--- src/rtl/gen_fifo_burst_rdr.sv ---
// Burst read controller for zero-delay push/pop FIFOs.
// It waits for a full burst or a timed-out partial burst, then drains it onto a valid/ready stream.
module gen_fifo_burst_rdr #(
   parameter  int DEPTH = 16,
   parameter  int DAT_W = 4,
   parameter  int TMO_W = 8,
   localparam int CNT_W = $clog2(DEPTH) + 1
) (
   input  logic             clk,
   input  logic             rst_n,
   input  logic             cfg_en,
   input  logic [CNT_W-1:0] cfg_burst_len,
   input  logic [TMO_W-1:0] cfg_tmo,
   input  logic [DAT_W-1:0] fifo_dat,
   input  logic             fifo_empty,
   input  logic [CNT_W-1:0] fifo_count,
   output logic             fifo_pop,
   output logic [DAT_W-1:0] out_dat,
   output logic             out_vld,
   output logic             out_last,
   input  logic             out_rdy,
   output logic             sts_busy,
   output logic             sts_flush,
   output logic [15:0]      sts_burst_cnt
);

   typedef enum logic [1:0] {
      ST_IDLE  = 2'd0,
      ST_WAIT  = 2'd1,
      ST_BURST = 2'd2
   } state_e;

   localparam logic [TMO_W-1:0] TMO_MAX = '1;

   state_e           state_q, state_d;
   logic [CNT_W-1:0] rem_q, rem_d;
   logic [TMO_W-1:0] tmo_cnt_q, tmo_cnt_d;
   logic [15:0]      burst_cnt_q, burst_cnt_d;
   logic             flush_q, flush_d;

   logic [CNT_W-1:0] len;
   logic             full_hit;
   logic             tmo_hit;

   // A zero burst length still moves one word per burst.
   assign len      = (cfg_burst_len == '0) ? CNT_W'(1) : cfg_burst_len;
   assign full_hit = (fifo_count >= len);
   assign tmo_hit  = (cfg_tmo != '0) && (fifo_count != '0) &&
                     (tmo_cnt_q == cfg_tmo - TMO_W'(1));

   // State register
   always_ff @(posedge clk) begin
      if (!rst_n) begin
         // NOTE: every flop here is assigned with <= so all of them sample the pre-edge values.
         state_q     <= ST_IDLE;
         rem_q       <= '0;
         tmo_cnt_q   <= '0;
         burst_cnt_q <= '0;
         flush_q     <= 1'b0;
      end else begin
         state_q     <= state_d;
         rem_q       <= rem_d;
         tmo_cnt_q   <= tmo_cnt_d;
         burst_cnt_q <= burst_cnt_d;
         flush_q     <= flush_d;
      end
   end

   // Next-state and registered-datapath logic
   always_comb begin
      // NOTE: defaults first so no path leaves a *_d unassigned and infers a latch.
      state_d     = state_q;
      rem_d       = rem_q;
      tmo_cnt_d   = tmo_cnt_q;
      burst_cnt_d = burst_cnt_q;
      flush_d     = 1'b0;

      case (state_q)
         ST_IDLE: begin
            if (cfg_en) state_d = ST_WAIT;
         end

         ST_WAIT: begin
            if (!cfg_en) begin
               state_d   = ST_IDLE;
               tmo_cnt_d = '0;
            end else if (full_hit) begin
               state_d   = ST_BURST;
               rem_d     = len;
               tmo_cnt_d = '0;
            end else if (tmo_hit) begin
               // A short burst drains exactly what is stored now.
               state_d   = ST_BURST;
               rem_d     = fifo_count;
               flush_d   = 1'b1;
               tmo_cnt_d = '0;
            end else if (fifo_count != '0) begin
               if (tmo_cnt_q != TMO_MAX) tmo_cnt_d = tmo_cnt_q + TMO_W'(1);
            end else begin
               tmo_cnt_d = '0;
            end
         end

         ST_BURST: begin
            if (fifo_pop) begin
               rem_d = rem_q - CNT_W'(1);
               if (rem_q == CNT_W'(1)) begin
                  burst_cnt_d = burst_cnt_q + 16'd1;
                  state_d     = cfg_en ? ST_WAIT : ST_IDLE;
               end
            end
         end

         default: begin
            state_d = ST_IDLE;
         end
      endcase
   end

   // Output logic
   always_comb begin
      sts_busy = 1'b0;
      out_vld  = 1'b0;
      out_last = 1'b0;
      if (state_q == ST_BURST) begin
         sts_busy = 1'b1;
         out_vld  = ~fifo_empty;
         out_last = (rem_q == CNT_W'(1));
      end
   end

   assign fifo_pop      = out_vld & out_rdy;
   assign out_dat       = fifo_dat;
   assign sts_flush     = flush_q;
   assign sts_burst_cnt = burst_cnt_q;

endmodule

--- config.mk ---
export PLATFORM = sky130hd
export DESIGN_NAME = gen_fifo_burst_rdr
export DESIGN_NICKNAME = d
export VERILOG_FILES = /design/src/rtl/gen_fifo_burst_rdr.sv
export SDC_FILE = /design/constraint.sdc
export NUM_CORES = 1
export LEC_CHECK = 0
export CAP_MARGIN = 0
export CORE_ASPECT_RATIO = 0.5
export CORE_MARGIN = 3
export CORE_UTILIZATION = 49
export DETAILED_ROUTE_END_ITERATION = 6
export GPL_ROUTABILITY_DRIVEN = 0
export GPL_TIMING_DRIVEN = 0
export PLACE_DENSITY = 0.8
export SETUP_SLACK_MARGIN = 0.4
export SYNTH_ARGS = -nofsm -noshare
export SYNTH_HDL_FRONTEND = slang
export SYNTH_SLANG_ARGS = --single-unit
--- constraint.sdc ---
create_clock -name clk -period 3.3 [get_ports clk]
set_clock_uncertainty 0.1 [all_clocks]
set_input_delay 0.495 -clock clk [delete_from_list [all_inputs] [get_ports clk]]
set_output_delay 0.495 -clock clk [all_outputs]
set_load 0.02 [all_outputs]
==> results of run 1 <==
-- final timing paths --
kind                                    end  slack [ns]  cells past startpoint
min reg2reg           rem_q[4]$_SDFFE_PN0P_        0.40                      2
max reg2reg  sts_burst_cnt[15]$_SDFFE_PN0P_        0.86                      8
min                   rem_q[4]$_SDFFE_PN0P_        0.40                      2
max                   rem_q[0]$_SDFFE_PN0P_        0.46                     11
-- repair_timing --
item                                    CTS  global route
gates resized for setup                   5            12
endpoints found under the setup margin   15            12
pin swaps                                 4             6
buffers inserted                          4             3
hold buffers                              0             0
-- layout by cell type (no fill, tap or decap), drive strengths merged, types with 2 or more instances in the layout --
cell type	count
buf	11
nand4	7
nand3	6
inv	15
nand2	23
nor3	2
or3	2
a31oi	3
dfxtp	32
a211oi	2
a32o	2
o41ai	2
clkdlybuf4s50	45
a21oi	17
mux2i	3
nor3b	2
and2	2
o211ai	3
xnor2	14
and3	5
xor2	13
and4	2
ha	11
nor2	33
nor4	3
o31ai	3
nand2b	2
a41o	4
o21ai	5
clkbuf	13
o22ai	3
-- cell families after synthesis --
logic type,synth area share (%)
flops,30.8
fa+ha+maj,6.62
compound gates,18.6
buf+inv,6.20
simple gates,24.4
mux,1.99
xor+xnor,11.4
-- power groups by stage --
| stage | Sequential, W | Clock, W | Combinational [W] |
|---|---|---|---|
| finish | 0.000397 | 0.000309 | 0.000183 |
| global route | 0.000397 | 0.000329 | 0.000200 |
| CTS | 0.000397 | 0.000311 | 0.000163 |
| detailed placement | 0.000405 | 0 | 0.000150 |
| global placement | 0.000405 | 0 | 0.000146 |
| floorplan | 0.000404 | 0 | 0.0000928 |
-- per-layer routing --
layer / global-route usage (%) / vias to the layer above
met2: 34.5 / 61
met3: 4.95 / 9
met5: 0 / -
met4: 8.51 / 0
li1: - / 996
met1: 25.1 / 955
-- area by class of cell --
type / count / area [um2]
buffer: 9 / 68.8
clock buffer: 8 / 90.1
fill: 322 / 1150
inverter: 16 / 60.1
multi-input combinational: 189 / 1390
sequential: 32 / 641
tap: 54 / 67.6
timing repair buffer: 53 / 515
-- tightest hold or removal path: cells and delay by family, from the launching register on --
family / cells / cell delay [ns]
flops: 1 / 0.33
buf+inv: 1 / 0.07
compound gates: 1 / 0.05
-- synthesized netlist by cell type, types with 3 or more instances --
library cell  number
nor2_1            33
dfxtp_1           32
nand2_1           23
a21oi_1           15
inv_1             14
xnor2_1           14
xor2_1            13
ha_1              11
nand3_1            6
nand4_1            6
and3_1             5
a41o_1             4
buf_4              4
o21ai_0            4
a31oi_1            3
clkbuf_1           3
mux2i_1            3
o211ai_1           3
-- registers in the layout, indices dropped and copies added (netlist names) --
| register | cells |
|---|---|
| sts_burst_cnt | 16 |
| tmo_cnt_q | 8 |
| rem_q | 5 |
| state_q | 2 |
| sts_flush | 1 |
-- through the flow --
step	hold WS [ns]	power, W	std cells	setup TNS [ns]	worst slack, ns
2_1_floorplan	0.360	0.000496	246	0	0.582
3_3_place_gp	0.383	0.000550	346	-0.893	-0.215
3_5_place_dp	0.389	0.000556	346	-1.19	-0.244
4_1_cts	0.400	0.000871	358	0	0.412
5_1_grt	0.429	0.000926	361	0	0.369
6_report	0.403	0.000889	361	0	0.462
==> reports/metrics.cfg, run 1 <==
[layout]
layout-drive-gt1-share_pct=14.3
insertedDiodeCount=0
fin_util_pct=71.1
final_area_mm2=0.00283
final_nets=344
synthToLayoutAreaGrowth_pct=36.4

[logic_synthesis]
average_cell_area_after_synthesis_um2=8.45
synth_ff_type=dfxtp_1
synth.top_cell.area_share_pct=30.8
netlist_area_mm2=0.00208
post_synth_inst_count=246
distinct_cell_type_count_after_synthesis=55
synth_edf_count=0
yosys.area.top_type=dfxtp_1
netlist_top_cells_area=dfxtp_1, ha_1, nor2_1, xnor2_1, xor2_1
synth_fp_nets=284
synthesis.yosys.warnings=0
synth-seq-area-share_pct=30.8
ys_seq_elements=32
synth_async_sr_flop_share_pct=0

[setup_path]
max_stage_delay_ns=0.49
crit_slowest_cell=clkdlybuf4s50_1
crit_path_launch_type=input port
critical-path-top-delay-family=compound AO/OA/AOI/OAI gates
cp_num_buf_inv=3
crit_chain=clkdlybuf4s50_1, inv_1, a41o_1, ha_1, nand2b_4, a211oi_2, o31ai_4, buf_6, mux2i_4, o22ai_1, a32o_1
worst-endpoint-arrival_ns=2.92
critical_path_type=in -> reg
worstPathMaxFanout=5
setup.worst_path.start=cfg_burst_len[1]
crit_required_ns=3.38
timing.rr.start=rem_q[0]$_SDFFE_PN0P_
critPathCaptureType=flop

[sta]
final-hold-violation-count=0
clock.fmax_mhz=352
part_of_the_cycle_the_worst_path_needs_pct=86.0
finalSetupViolations=0
final_max_slew_viols=0
worst_pin_slew_ns=0.579
layout_min_cycle_time_ns=2.84
slew-limit-headroom_pct=61.3
setup_repair_after_global_routing_missed_its_margin=no

[die]
core_mm2=0.00398
die_w_um=98.1
floorplan.initialDensity_pct=52.2
die-area_mm2=0.00511
design.portCount=52
die_y_um=52.1
rows=16

[global_routing]
global_route.usage.total_pct=20.3
grt_first_pass_wirelength_um=8450
grt_start_max_net_pins=11
antenna_found_initial=0
first_global_vias=1927
overflow=0

[placed_design]
dpl_cell_area_mm2=0.00261
hpwlAfterDp_um=3780
placement.io_buffers=46

[routing]
met2RoutedLength_um=2470
drt-total-wl_um=5150
routed.top_layer=met4
vias=2021
initialDrtViolationCount=89
met1_length_um=2350
first_pass_iters=4
met3_length_um=276
avgViaCountPerCell=5.60
detail_route.drc_violations=0
route.antenna.remaining_nets=0
wire_length_per_cell_um=14.3

[clock_tree]
clockRootBuffer=clkbuf_8
cts-buffers-inserted=5
h-tree-depth=2
worst_setup_hold_path_clk_slew_ns=0.07
clkSinkCount=32
cts_tree=built
ctsLongestPathBuffers=2
clock_latency_ns=0.28

[hold_path]
hold_path.class=reg -> reg
hold_path.startpoint=rem_q[4]$_SDFFE_PN0P_

[pwr]
p_switching_w=0.000237
p_int_w=0.000652
part_of_the_power_in_registers_pct=44.7
logic_gate_share_of_total_power_pct=20.6
switching_share_pct=26.7
max-vdd-ir-drop_uv=167
power_density_mw_per_mm2=314
clockPowerShare_pct=34.7
static-leakage-power_nw=1.10

[status]
outcome=finished, final reports clean

[flow_run]
cap_violations=0

(Power assumes the default switching activity.)
==> inputs of run 2 (changes only) <==
--- a/config.mk
+++ b/config.mk
@@ -7,7 +7,7 @@
 export LEC_CHECK = 0
 export CAP_MARGIN = 0
 export CORE_ASPECT_RATIO = 0.5
-export CORE_MARGIN = 3
+export CORE_MARGIN = 2
 export CORE_UTILIZATION = 49
 export DETAILED_ROUTE_END_ITERATION = 6
 export GPL_ROUTABILITY_DRIVEN = 0
==> reports/metrics.cfg, run 2 (same netlist as run 1, synthesis figures left out) <==
[setup_path]
rr_endpoint=sts_burst_cnt[15]$_SDFFE_PN0P_
critPathCaptureType=flop
crit_required_ns=3.41  ; +0.03 ns
worst-endpoint-arrival_ns=2.98  ; +0.06 ns
setup.worst_path.start=cfg_burst_len[3]
crit_slowest_cell=clkdlybuf4s50_1
critical_path_type=in -> reg
reg2reg_slack_ns=0.85  ; about the same
crit_chain=clkdlybuf4s50_1, inv_2, a41o_1, ha_1, nand2b_4, a211oi_2, o31ai_4, or3b_1, a21o_4, nor2_1
max_stage_delay_ns=0.49  ; about the same
worstPathMaxFanout=7  ; +2
timing.rr.start=rem_q[0]$_SDFFE_PN0P_
crit_path_launch_type=input port
setup.worst_path.end=tmo_cnt_q[7]$_SDFFE_PN0P_
register_to_register_path_depth=8  ; unchanged

[layout]
largest_register_ffs=16  ; unchanged
synthToLayoutAreaGrowth_pct=36.7
insertedDiodeCount=0  ; unchanged
register_area_um2=641  ; unchanged
multi_input_area_mm2=0.00138  ; -0.81%
layout.cells.most_common_list=clkdlybuf4s50_1, nor2_1, dfxtp_1
layout.cells.most_common=clkdlybuf4s50_1
filler_cell_count=304  ; -5.6%
layout-drive-gt1-share_pct=15.8  ; +1.5 points
final_nets=348  ; +1.2%
stdcell_count=364  ; +0.83%
fin_util_pct=71.3  ; +0.19 points

[routing]
avgViaCountPerCell=5.57  ; -0.58%
detail_route.drc_violations=0  ; unchanged
vias=2026  ; +0.25%
initialDrtViolationCount=103  ; +16%
route.antenna.remaining_nets=0  ; unchanged
wire_length_per_cell_um=14.1  ; -1.4%
drt-total-wl_um=5120  ; -0.60%
first_pass_iters=5  ; +1

[sta]
slew-limit-headroom_pct=63.8  ; +2.5 points
finalSetupViolations=0  ; unchanged
final.hold.worst_slack_ns=0.403  ; -0.000762 ns
part_of_the_cycle_the_worst_path_needs_pct=87.0  ; +0.98 points
clock.fmax_mhz=348  ; -1.1%
final-hold-violation-count=0  ; unchanged
final_max_slew_viols=0  ; unchanged
worst_pin_slew_ns=0.536  ; -0.0424 ns
layout_min_cycle_time_ns=2.87  ; +0.0323 ns
setup_repair_after_global_routing_missed_its_margin=no

[pwr]
power_density_mw_per_mm2=306  ; -2.5%
max-vdd-ir-drop_uv=167  ; +0.39%
part_of_the_power_in_registers_pct=45.6  ; +0.9 points
static-leakage-power_nw=1.14  ; +3.7%
logic_gate_share_of_total_power_pct=21.3  ; +0.7 points
report.power.total_w=0.000869  ; -2.2%
p_int_w=0.000627  ; -3.7%
switching_share_pct=27.8  ; +1.1 points
p_switching_w=0.000242  ; +2.0%
clockPowerShare_pct=33.0  ; -1.7 points

[clock_tree]
clockRootBuffer=clkbuf_8
clkSinkCount=32  ; unchanged
clock_latency_ns=0.28  ; about the same
cts_tree=built
h-tree-depth=2  ; unchanged
worst_setup_hold_path_clk_slew_ns=0.07  ; about the same
cts-buffers-inserted=5  ; unchanged
holdBufCountCts=0  ; unchanged
ctsLongestPathBuffers=2  ; unchanged

[die]
die-area_mm2=0.00481  ; -5.8%
floorplan.initialDensity_pct=52.2  ; unchanged
die_y_um=50.1  ; -3.8%
die_w_um=96.1  ; -2.0%
core_mm2=0.00398  ; unchanged
rows=16  ; unchanged
design.portCount=52  ; unchanged

[status]
outcome=finished, final reports clean

[global_routing]
grt_first_pass_wirelength_um=8240  ; -2.5%
global_route.usage.total_pct=22.0  ; +1.6 points
overflow=0  ; unchanged
antenna_found_initial=0  ; unchanged
grt_start_max_net_pins=11  ; unchanged
first_global_vias=1798  ; -6.7%

[hold_path]
hold_path_depth=2  ; unchanged
hold_path.class=reg -> reg

[placed_design]
hpwlAfterDp_um=3740  ; -0.97%
numPlacedInstances=346  ; unchanged
placement.io_buffers=46  ; unchanged

[flow_run]
cap_violations=0  ; unchanged

[run 2: through the flow]
stage / cell area [um2] / worst slack (ns) / setup TNS [ns]
4_1_cts: 2760 / 0.399 / 0
2_1_floorplan: 2080 / 0.582 / 0
3_5_place_dp: 2610 / -0.248 / -1.88
6_report: 2840 / 0.430 / 0
5_1_grt: 2840 / 0.393 / 0
3_3_place_gp: 2610 / -0.214 / -0.873
[run 2: power groups by stage]
stage | registers (W) | logic [W] | clock network [W]
final | 0.000397 | 0.000185 | 0.000287
after global routing | 0.000397 | 0.000201 | 0.000309
after CTS | 0.000396 | 0.000165 | 0.000287
after detailed placement | 0.000405 | 0.000150 | 0
after global placement | 0.000405 | 0.000146 | 0
after floorplan | 0.000404 | 0.0000928 | 0
[run 2: worst min-delay path by stage]
stage | from | to | slack, ns
final | rem_q[4]$_SDFFE_PN0P_ | rem_q[4]$_SDFFE_PN0P_ | 0.40
after detailed placement | rem_q[4]$_SDFFE_PN0P_ | rem_q[4]$_SDFFE_PN0P_ | 0.40
after global routing | rem_q[4]$_SDFFE_PN0P_ | rem_q[4]$_SDFFE_PN0P_ | 0.44
after floorplan | rem_q[4]$_SDFFE_PN0P_ | rem_q[4]$_SDFFE_PN0P_ | 0.36
after global placement | rem_q[4]$_SDFFE_PN0P_ | rem_q[4]$_SDFFE_PN0P_ | 0.38
after CTS | rem_q[4]$_SDFFE_PN0P_ | rem_q[4]$_SDFFE_PN0P_ | 0.40
[run 2: worst max-delay path, delay by kind of cell]
kind / cells / cell delay (ns)
buffers and inverters: 2 / 0.55
AND/OR/NAND/NOR: 3 / 0.70
adder cells (fa/ha/maj): 1 / 0.29
AO/OA/AOI/OAI: 4 / 0.95
[run 2: cell type report]
cell class / instances / share of cell area [%]
clock buffer: 6 / 2.55
sequential: 32 / 22.5
inverter: 16 / 2.11
multi-input combinational: 189 / 48.6
timing repair buffer: 57 / 19.2
tap: 54 / 2.38
clock inverter: 1 / 0.176
buffer: 9 / 2.42
[run 2: timing repair]
item | CTS | global route
pin swaps | 4 | 8
resized for setup | 7 | 11
endpoints found under the setup margin | 15 | 13
buffers inserted | 6 | 5
[run 2: routing by layer]
metal / up-vias / global-route usage (%) / share of wire (%)
met5: - / 0 / 0
met4: 0 / 5.95 / 0.78
met3: 5 / 4.59 / 5.4
met2: 71 / 35.0 / 49
met1: 943 / 30.1 / 45
li1: 1007 / - / -
